### src/rtl/systolic_pkg.sv
// Shared types and helpers for the systolic matrix-multiply controller.
// Optional debug tap on PE(0,0) is built only when SYSTOLIC_DEBUG_EN is defined.
package systolic_pkg;

    localparam int W_DEF = 16;
    localparam int N_DEF = 3;
    localparam int CNT_W_DEF = $clog2(3 * N_DEF);

    typedef enum logic [1:0] {
        IDLE = 2'd0,
        LOAD = 2'd1,
        RUN  = 2'd2,
        DONE = 2'd3
    } state_t;

    function automatic int cnt_width(input int n);
        return $clog2(3 * n);
    endfunction

    // Bit offset of element (r,c) in a packed row-major matrix.
    function automatic int elem_idx(input int r, input int c, input int n, input int w);
        return (r * n + c) * w;
    endfunction

endpackage

### src/rtl/systolic_if.sv
// Host-side bundle: start/mode/operands in, packed result, done pulse and debug tap out.
interface systolic_if
    import systolic_pkg::*;
#(
    parameter int W = W_DEF,
    parameter int N = N_DEF
);
    logic               i_en;
    logic               i_mode;
    logic [W*N*N-1:0]   i_A;
    logic [W*N*N-1:0]   i_B;
    logic [W*N*N-1:0]   o_C;
    logic               o_done;
    logic [W-1:0]       o_d_a00;

    modport master (
        output i_en, i_mode, i_A, i_B,
        input  o_C, o_done, o_d_a00
    );

    modport slave (
        input  i_en, i_mode, i_A, i_B,
        output o_C, o_done, o_d_a00
    );
endinterface

### src/rtl/systolic_pe.sv
// One output-stationary MAC cell: accumulates a*b and forwards operands east/south.
module systolic_pe
    import systolic_pkg::*;
#(
    parameter int W = W_DEF
) (
    input  logic         clk,
    input  logic         rst_n,
    input  logic         clr,
    input  logic         en,
    input  logic [W-1:0] a_in,
    input  logic [W-1:0] b_in,
    output logic [W-1:0] a_out,
    output logic [W-1:0] b_out,
    output logic [W-1:0] acc
);
    // Product truncated to W bits before accumulation; the sum wraps at W bits.
    logic [W-1:0] prod;
    assign prod = a_in * b_in;

    // Forwarding registers run every cycle so zeros fed outside RUN flush the array.
    always_ff @(posedge clk or negedge rst_n) begin
        if (!rst_n) begin
            a_out <= '0;
            b_out <= '0;
            acc   <= '0;
        end else begin
            a_out <= a_in;
            b_out <= b_in;
            if (clr)
                acc <= '0;
            else if (en)
                acc <= acc + prod;
        end
    end

endmodule

### src/rtl/systolic_control.sv
// NxN output-stationary systolic matrix multiply: FSM, operand skew, PE array, result register.
// Define SYSTOLIC_DEBUG_EN to drive o_d_a00 with the west input of PE(0,0); otherwise it is tied to 0.
module systolic_control
    import systolic_pkg::*;
#(
    parameter int W = W_DEF,
    parameter int N = N_DEF
) (
    input  logic        i_clk,
    input  logic        i_rst,
    systolic_if.slave   bus
);
    localparam int CW   = cnt_width(N);
    localparam int LAST = 3 * N - 3;

    state_t             state, state_nx;
    logic [CW-1:0]      cnt;
    logic               start, clr, run;
    logic [W*N*N-1:0]   a_q, b_q, c_q, acc_flat;
    logic               done_q;

    logic [W-1:0]       a_west  [N];
    logic [W-1:0]       b_north [N];
    logic [W-1:0]       a_h     [N][N];
    logic [W-1:0]       b_v     [N][N];
    logic [W-1:0]       acc     [N][N];
    logic [W-1:0]       east_unused  [N];
    logic [W-1:0]       south_unused [N];

    always_ff @(posedge i_clk or negedge i_rst) begin
        if (!i_rst)
            state <= IDLE;
        else
            state <= state_nx;
    end

    always_comb begin
        state_nx = state;
        start    = 1'b0;
        clr      = 1'b0;
        run      = 1'b0;
        case (state)
            IDLE: begin
                if (bus.i_en) begin
                    state_nx = LOAD;
                    start    = 1'b1;
                    clr      = bus.i_mode;
                end
            end
            LOAD: state_nx = RUN;
            RUN: begin
                run = 1'b1;
                if (cnt == CW'(LAST))
                    state_nx = DONE;
            end
            DONE:    state_nx = IDLE;
            default: state_nx = IDLE;
        endcase
    end

    always_ff @(posedge i_clk or negedge i_rst) begin
        if (!i_rst)
            cnt <= '0;
        else if (run)
            cnt <= cnt + 1'b1;
        else
            cnt <= '0;
    end

    // Operands are frozen at the start edge; later input changes cannot reach the array.
    always_ff @(posedge i_clk or negedge i_rst) begin
        if (!i_rst) begin
            a_q <= '0;
            b_q <= '0;
        end else if (start) begin
            a_q <= bus.i_A;
            b_q <= bus.i_B;
        end
    end

    // Skew: row r of A and column c of B enter delayed by r (resp. c) cycles.
    always_comb begin
        for (int i = 0; i < N; i++) begin
            a_west[i]  = '0;
            b_north[i] = '0;
        end
        if (run) begin
            for (int i = 0; i < N; i++) begin
                for (int k = 0; k < N; k++) begin
                    if (cnt == CW'(i + k)) begin
                        a_west[i]  = a_q[elem_idx(i, k, N, W) +: W];
                        b_north[i] = b_q[elem_idx(k, i, N, W) +: W];
                    end
                end
            end
        end
    end

    for (genvar r = 0; r < N; r++) begin : g_row
        for (genvar c = 0; c < N; c++) begin : g_col
            logic [W-1:0] a_i, b_i, a_o, b_o;

            if (c == 0) begin : g_west
                assign a_i = a_west[r];
            end else begin : g_east
                assign a_i = a_h[r][c-1];
            end

            if (r == 0) begin : g_north
                assign b_i = b_north[c];
            end else begin : g_south
                assign b_i = b_v[r-1][c];
            end

            systolic_pe #(.W(W)) u_pe (
                .clk   (i_clk),
                .rst_n (i_rst),
                .clr   (clr),
                .en    (run),
                .a_in  (a_i),
                .b_in  (b_i),
                .a_out (a_o),
                .b_out (b_o),
                .acc   (acc[r][c])
            );

            // Edge PEs have no downstream neighbour; their forwarded values are dropped.
            if (c < N - 1) begin : g_fwd_a
                assign a_h[r][c] = a_o;
            end else begin : g_end_a
                assign a_h[r][c]      = '0;
                assign east_unused[r] = a_o;
            end

            if (r < N - 1) begin : g_fwd_b
                assign b_v[r][c] = b_o;
            end else begin : g_end_b
                assign b_v[r][c]       = '0;
                assign south_unused[c] = b_o;
            end
        end
    end

    always_comb begin
        acc_flat = '0;
        for (int i = 0; i < N; i++)
            for (int j = 0; j < N; j++)
                acc_flat[elem_idx(i, j, N, W) +: W] = acc[i][j];
    end

    // Result is taken during the DONE cycle so o_done lands 3N edges after the start edge.
    always_ff @(posedge i_clk or negedge i_rst) begin
        if (!i_rst) begin
            c_q    <= '0;
            done_q <= 1'b0;
        end else begin
            done_q <= (state == DONE);
            if (state == DONE)
                c_q <= acc_flat;
        end
    end

    assign bus.o_C    = c_q;
    assign bus.o_done = done_q;

`ifdef SYSTOLIC_DEBUG_EN
    assign bus.o_d_a00 = a_west[0];
`else
    assign bus.o_d_a00 = '0;
`endif

endmodule

### src/flat_wrapper.sv
// flat-port wrapper written by rule: the top's interface ports become plain ports
module systolic_control_flat import systolic_pkg::*;
#(
    parameter int W = W_DEF,
    parameter int N = N_DEF
)
  (i_clk, i_rst, bus_i_en, bus_i_mode, bus_i_A, bus_i_B, bus_o_C, bus_o_done, bus_o_d_a00);
  systolic_if #(.W(W), .N(N)) bus_i ();
  input  logic i_clk;
  input  logic i_rst;
  input wire logic [$bits(bus_i.i_en)-1:0] bus_i_en;
  input wire logic [$bits(bus_i.i_mode)-1:0] bus_i_mode;
  input wire logic [$bits(bus_i.i_A)-1:0] bus_i_A;
  input wire logic [$bits(bus_i.i_B)-1:0] bus_i_B;
  output wire logic [$bits(bus_i.o_C)-1:0] bus_o_C;
  output wire logic [$bits(bus_i.o_done)-1:0] bus_o_done;
  output wire logic [$bits(bus_i.o_d_a00)-1:0] bus_o_d_a00;
  assign bus_i.i_en = bus_i_en;
  assign bus_i.i_mode = bus_i_mode;
  assign bus_i.i_A = bus_i_A;
  assign bus_i.i_B = bus_i_B;
  assign bus_o_C = bus_i.o_C;
  assign bus_o_done = bus_i.o_done;
  assign bus_o_d_a00 = bus_i.o_d_a00;
  systolic_control #(.W(W), .N(N)) u_core (.i_clk(i_clk), .i_rst(i_rst), .bus(bus_i));
endmodule
### config.mk
export PLATFORM = sky130hd
export DESIGN_NAME = systolic_control_flat
export DESIGN_NICKNAME = d
export VERILOG_FILES = /design/src/rtl/systolic_pkg.sv /design/src/rtl/systolic_if.sv /design/src/rtl/systolic_pe.sv /design/src/rtl/systolic_control.sv /design/src/flat_wrapper.sv
export SDC_FILE = /design/constraint.sdc
export NUM_CORES = 2
export LEC_CHECK = 0
export ABC_AREA = 1
export CELL_PAD_IN_SITES_DETAIL_PLACEMENT = 0
export CELL_PAD_IN_SITES_GLOBAL_PLACEMENT = 1
export CORE_ASPECT_RATIO = 0.75
export CORE_UTILIZATION = 42
export CTS_CLUSTER_DIAMETER = 30
export DETAILED_ROUTE_END_ITERATION = 8
export PLACE_DENSITY = 0.85
export SETUP_SLACK_MARGIN = 0.4
export SLEW_MARGIN = 20
export SYNTH_ARGS = -nofsm -noshare
export SYNTH_HDL_FRONTEND = slang
export SYNTH_SLANG_ARGS = --single-unit
export TNS_END_PERCENT = 10
### constraint.sdc
create_clock -name i_clk -period 6.43 [get_ports i_clk]
set_clock_uncertainty 0.2 [all_clocks]
set_input_delay 1.286 -clock i_clk [delete_from_list [all_inputs] [get_ports i_clk]]
set_output_delay 1.286 -clock i_clk [all_outputs]
set_load 0.05 [all_outputs]
# Yosys cells after proc, flatten, opt, wreduce, memory -nomap -nowiden
# Cells that the tools add are included.
# op_classes
n_eq_ne,10
muxes,47
reduce_logical,4
mul,9
n_addsub,10
# ops
cell,count
$mux W16,36
$add A16 B16 Y16,9
$mul A16 B16 Y16,9
$mux W48,2
$eq A4 B2 Y1 const B,2
$eq A4 B3 Y1 const B,2
$pmux W2 S4,1
$mux W1,5
$add A4 B1 Y4 const B,1
$eq A2 B2 Y1 const B,2
$eq A4 B1 Y1 const B,1
$logic_not A4 Y1,1
$mux W2,2
$mux W4,1
$eq A2 B1 Y1 const B,1
$logic_not A2 Y1,1
$ne A2 B1 Y1 const B,1
$ne A2 B2 Y1 const B,1
$reduce_and A2 Y1,1
$reduce_bool A2 Y1,1
# totals
register_bits,775
output_inout_bits,161
inputBits,292
wordCells,107

# Longest topological paths before layout
# depth
ltp_word,9
mapped_depth,41
mapped_depth_nobuf,39

# By module
# Synthesis repeated with hierarchy kept, for this count alone.
# hier_totals
cells_unflattened,8809
area_unflattened_um2,75109.5
# modules_own_cells
module,seq_area_each_um2,cells_each,instances,area_per_inst_um2
systolic_pe (u_core.g_row[0].g_col[1].u_pe ...),1201.2,788,6,6153.4
systolic_control,10985.5,1723,1,19570.0
systolic_pe (u_core.g_row[2].g_col[1].u_pe),1201.2,788,1,6251.0
systolic_pe (u_core.g_row[0].g_col[0].u_pe),1201.2,791,1,6188.4
systolic_pe (u_core.g_row[2].g_col[2].u_pe),1201.2,779,1,6179.7

# Worst setup path before layout
# No wires, ideal clock.
# synth_timing
kind,flip-flop to flip-flop
start,reg u_core.cnt[1]
end,reg u_core.g_row[0].g_col[1].u_pe.acc[14]
arrival_ns,5.933
path_stages_with_launch,33
n_path_buf,2
period_less_slack_ns,6.265
required_time_ns,6.097
setup_ns,0.133
slack_ns,0.165
path_cell_list,dfrtp_1 -> inv_1 -> ha_1 -> clkbuf_1 -> inv_1 -> nor2_4 -> buf_4 -> nand3_1 -> nand3_1 -> nand2_1 -> clkinv_1 -> nand2_1 -> fa_1 -> fa_1 -> inv_1 -> ha_1 -> fa_1 -> fa_1 -> inv_1 -> fa_1 -> inv_1 -> ha_1 -> nand2_1 -> nor3_1 -> a21oi_1 -> nor2_1 -> nor2_1 -> o21bai_1 -> a21oi_1 -> o21bai_1 -> nand2_1 -> nand2_1 -> o22ai_1
# synth_rtl
item,line_no,text
from (decl),systolic_control.sv:17,logic [CW-1:0] cnt;
from (signal assigned),systolic_control.sv:65,cnt <= cnt + 1'b1;
to (signal assigned),systolic_pe.sv:33,acc <= acc + prod;
to (decl),systolic_pe.sv:15,output logic [W-1:0] acc

==> impl_metrics.tcl <==
set metrics [dict create \
    ir_drop_mv 0.387 \
    drive_gt1_share_pct 13.3 \
    cp-start-kind "flip-flop" \
    setup_ws_ns -0.0492 \
    coreArea_um2 163000 \
    yosys.area.top_type "dfrtp_1" \
    critPathSlowestCell "fa_2" \
    ioPinCount 453 \
    holdBufCountCts 0 \
    nets 11000 \
    firstDrtPassIters 5 \
    wl_um 230000 \
    period_needed_ns 6.48 \
    cts_sinks 775 \
    arrival_ns 6.98 \
    syn_area_um2 69400 \
    clk_latency_ns 0.82 \
    cts_tree "built" \
    cp-endpoint "u_core.g_row[2].g_col[0].u_pe.acc[15]$_DFFE_PN0P_" \
    p_leak_uw 0.0459 \
    cp_slowest_stage_delay_ns 0.56 \
    fin_cells 11700 \
    synth-seq-cells 775 \
    synthTopCellsByArea "dfrtp_1 (28%), fa_1 (24%), nand2_1 (13%)" \
    place.gp.congestion 0.976 \
    setup_tns_ns -0.155 \
    critical_path.startpoint "u_core.cnt[0]$_DFF_PN0_" \
    regArea_um2 19400 \
    fin_area_um2 87800 \
    vias_per_cell 4.98 \
    grt_remaining_overflow 0 \
    violations "negative setup slack" \
    yosysMostFrequentCell "nand2_1" \
    syn_area_per_cell_um2 8.12 \
    rsz0062_at_grt "yes" \
    cts_buffers 168 \
    finalCritPeriodShare_pct 101 \
    synthArstFlopShare_pct 100 \
    cap_violations 0 \
    max_slew_margin_pct 26.7 \
    drtAntennaViolNets 0 \
    p_per_area_nw_per_um2 357 \
    critPathTopFamily "adder cells" \
    r2r_end "u_core.g_row[2].g_col[0].u_pe.acc[15]$_DFFE_PN0P_" \
    synth.distinct_cells 47 \
    die_x_um 471 \
    reg2reg_slack_ns -0.05 \
    reg2reg_depth 31 \
    n_fill_cell 14900 \
    vias 58200 \
    fmax_mhz 154 \
    drt_iter0_drc 4574 \
    synth_edf_count 0 \
    fin_util_pct 53.8 \
    dp_cells 11200 \
    hold_class "reg -> reg" \
    synthCells 8551 \
    area_growth_pct 26.5 \
    grt_pass1_vias 60100 \
    antenna_found_initial 14 \
    multi_input_area_um2 42900 \
    routedWlPerCell_um 19.7 \
    htree_levels 4 \
    crit_buf_inv 10 \
    synth_flop_cell "dfrtp_1" \
    fp-row-count 128 \
    setup_viol 7 \
    drv_slew 0 \
    die_area_um2 167000 \
    synth-seq-area-share_pct 27.9 \
    cp_max_fo 6 \
    grt_max_degree 180 \
    grt.total_usage_pct 27.7 \
    synth_top_cell_area_share_pct 27.9 \
    crit_required_ns 6.93 \
    timing.rr.start "u_core.cnt[0]$_DFF_PN0_" \
    synthTopCellsByCount "nand2_1 (2334), inv_1 (1945), fa_1 (846)" \
    grt_pass1_wl_um 353000 \
    cts_root_buffer "clkbuf_16" \
    start_util_pct 42.5 \
    post-route-drc-count 0 \
    cp_num_cells 31 \
    die_y_um 354 \
    cts_buffer_depth 3 \
    timing.critical_path.to_type "flip-flop" \
    finalHoldViolCount 0 \
    whs_path_depth 0 \
    ys_warn_count 0 \
    clk_pin_slew_ns 0.06 \
    dp_hpwl_um 179000 \
    placed_area_um2 78500 \
    path_class "reg -> reg" \
    outcome "finished, violations left" \
    tightest_slew_ns 1.10 \
    port_buffers 436 \
]
==> cells in the final DEF, fill, tap and decap left out, types with 22 or more instances in the layout <==
cell | netlist | routed
dfrtp_2 | 0 | 24
fa_2 | 0 | 22
clkdlybuf4s50_1 | 0 | 435
nand4_1 | 34 | 34
o21ai_1 | 16 | 40
clkbuf_16 | 0 | 179
buf_4 | 29 | 461
xor2_1 | 85 | 83
inv_2 | 22 | 46
inv_6 | 0 | 25
a21oi_2 | 6 | 30
nor2_1 | 608 | 550
xnor2_1 | 83 | 79
buf_12 | 0 | 31
nand3_2 | 3 | 27
o22ai_1 | 75 | 74
ha_4 | 0 | 33
nor2_2 | 10 | 58
nand2_1 | 2334 | 2281
o21ai_0 | 240 | 202
inv_1 | 1945 | 1901
dfrtp_1 | 775 | 750
bufinv_16 | 0 | 26
a21oi_1 | 264 | 238
nand2_4 | 2 | 23
clkinvlp_4 | 0 | 22
nand3_1 | 255 | 222
fa_1 | 846 | 824
nand2_2 | 10 | 41
ha_1 | 476 | 435
==> report_power, final <==
part	switching (µW)	internal [µW]	total, µW
combinational	8820	4630	13400
clock	3170	6110	9280
sequential	1890	6700	8590
==> layout make-up <==
| cell class | count | area share (%) |
|---|---|---|
| tap | 2145 | 3.06 |
| timing repair buffer | 968 | 10.4 |
| clock buffer | 199 | 5.10 |
| inverter | 1985 | 8.61 |
| sequential | 775 | 22.1 |
| clock inverter | 114 | 1.87 |
| multi-input combinational | 5500 | 48.8 |
| antenna | 5 | 0.0142 |
==> worst min-delay path by stage <==
stage	startpoint	to	slack (ns)
floorplan	u_core.g_row[0].g_col[0].u_pe.b_out[7]$_DFF_PN0_	u_core.g_row[1].g_col[0].u_pe.b_out[7]$_DFF_PN0_	0.15
global placement	u_core.g_row[1].g_col[0].u_pe.a_out[15]$_DFF_PN0_	u_core.g_row[1].g_col[1].u_pe.a_out[15]$_DFF_PN0_	0.18
detailed placement	u_core.g_row[1].g_col[0].u_pe.a_out[15]$_DFF_PN0_	u_core.g_row[1].g_col[1].u_pe.a_out[15]$_DFF_PN0_	0.18
CTS	u_core.g_row[1].g_col[0].u_pe.a_out[15]$_DFF_PN0_	u_core.g_row[1].g_col[1].u_pe.a_out[15]$_DFF_PN0_	0.19
global route	u_core.g_row[1].g_col[0].u_pe.a_out[15]$_DFF_PN0_	u_core.g_row[1].g_col[1].u_pe.a_out[15]$_DFF_PN0_	0.19
finish	u_core.g_row[1].g_col[0].u_pe.a_out[15]$_DFF_PN0_	u_core.g_row[1].g_col[1].u_pe.a_out[15]$_DFF_PN0_	0.18
==> worst reg2reg max path, delay by kind of cell, from the launching register on <==
kind	cells	cell delay, ns
AO/OA/AOI/OAI	3	0.35
adder cells (fa/ha/maj)	8	3.42
buffers and inverters	10	0.93
flip-flops	1	0.43
AND/OR/NAND/NOR	10	1.03
==> metrics by stage <==
step / hold slack (ns) / total power, µW / setup slack (ns)
2_1_floorplan: 0.149 / 15300 / 0.385
3_3_place_gp: 0.178 / 20800 / -0.169
3_5_place_dp: 0.178 / 21000 / -0.349
4_1_cts: 0.185 / 30800 / -0.0634
5_1_grt: 0.192 / 33100 / -0.326
6_report: 0.184 / 31300 / -0.0492
==> per-layer routing <==
metal  track usage, %  wire, µm  vias to the layer above
li1                 -         -                    27000
met1             37.5     99300                    28800
met2             44.3    106000                     2007
met3             4.75     15700                      428
met4             10.5      9090                       10
met5                0        69                        -
==> state kept, by name, indices dropped and copies added (netlist names) <==
name	count
u_core.a_q	144
u_core.b_q	144
u_core.bus.o_C	144
u_core.g_row.g_col.u_pe.acc	144
u_core.g_row.g_col.u_pe.a_out	96
u_core.g_row.g_col.u_pe.b_out	96
u_core.cnt	4
u_core.state	2
u_core.bus.o_done	1
==> cell families (layout without fill, tap and decap cells) <==
group / Yosys count / in the layout / synth area share, %
AOI/OAI and AO/OA: 670 / 670 / 5.29
xor gates and xnor gates: 168 / 168 / 2.12
adders and majority gates: 1322 / 1322 / 33.0
buffers and inverters: 2291 / 3266 / 12.6
DFF: 775 / 775 / 27.9
muxes: 7 / 7 / 0.114
other: 1 / 21 / 0.00540
and+or+nand+nor: 3317 / 3317 / 18.9
==> timing repair <==
action | 4_1_cts | 5_1_grt
resized for setup | 136 | 354
gates cloned | 3 | 10
setup buffers | 72 | 71
pin swaps | 48 | 174
hold endpoints to repair | 0 | 0
setup endpoints to repair | 36 | 44
Power figures use the tool's default switching activity.
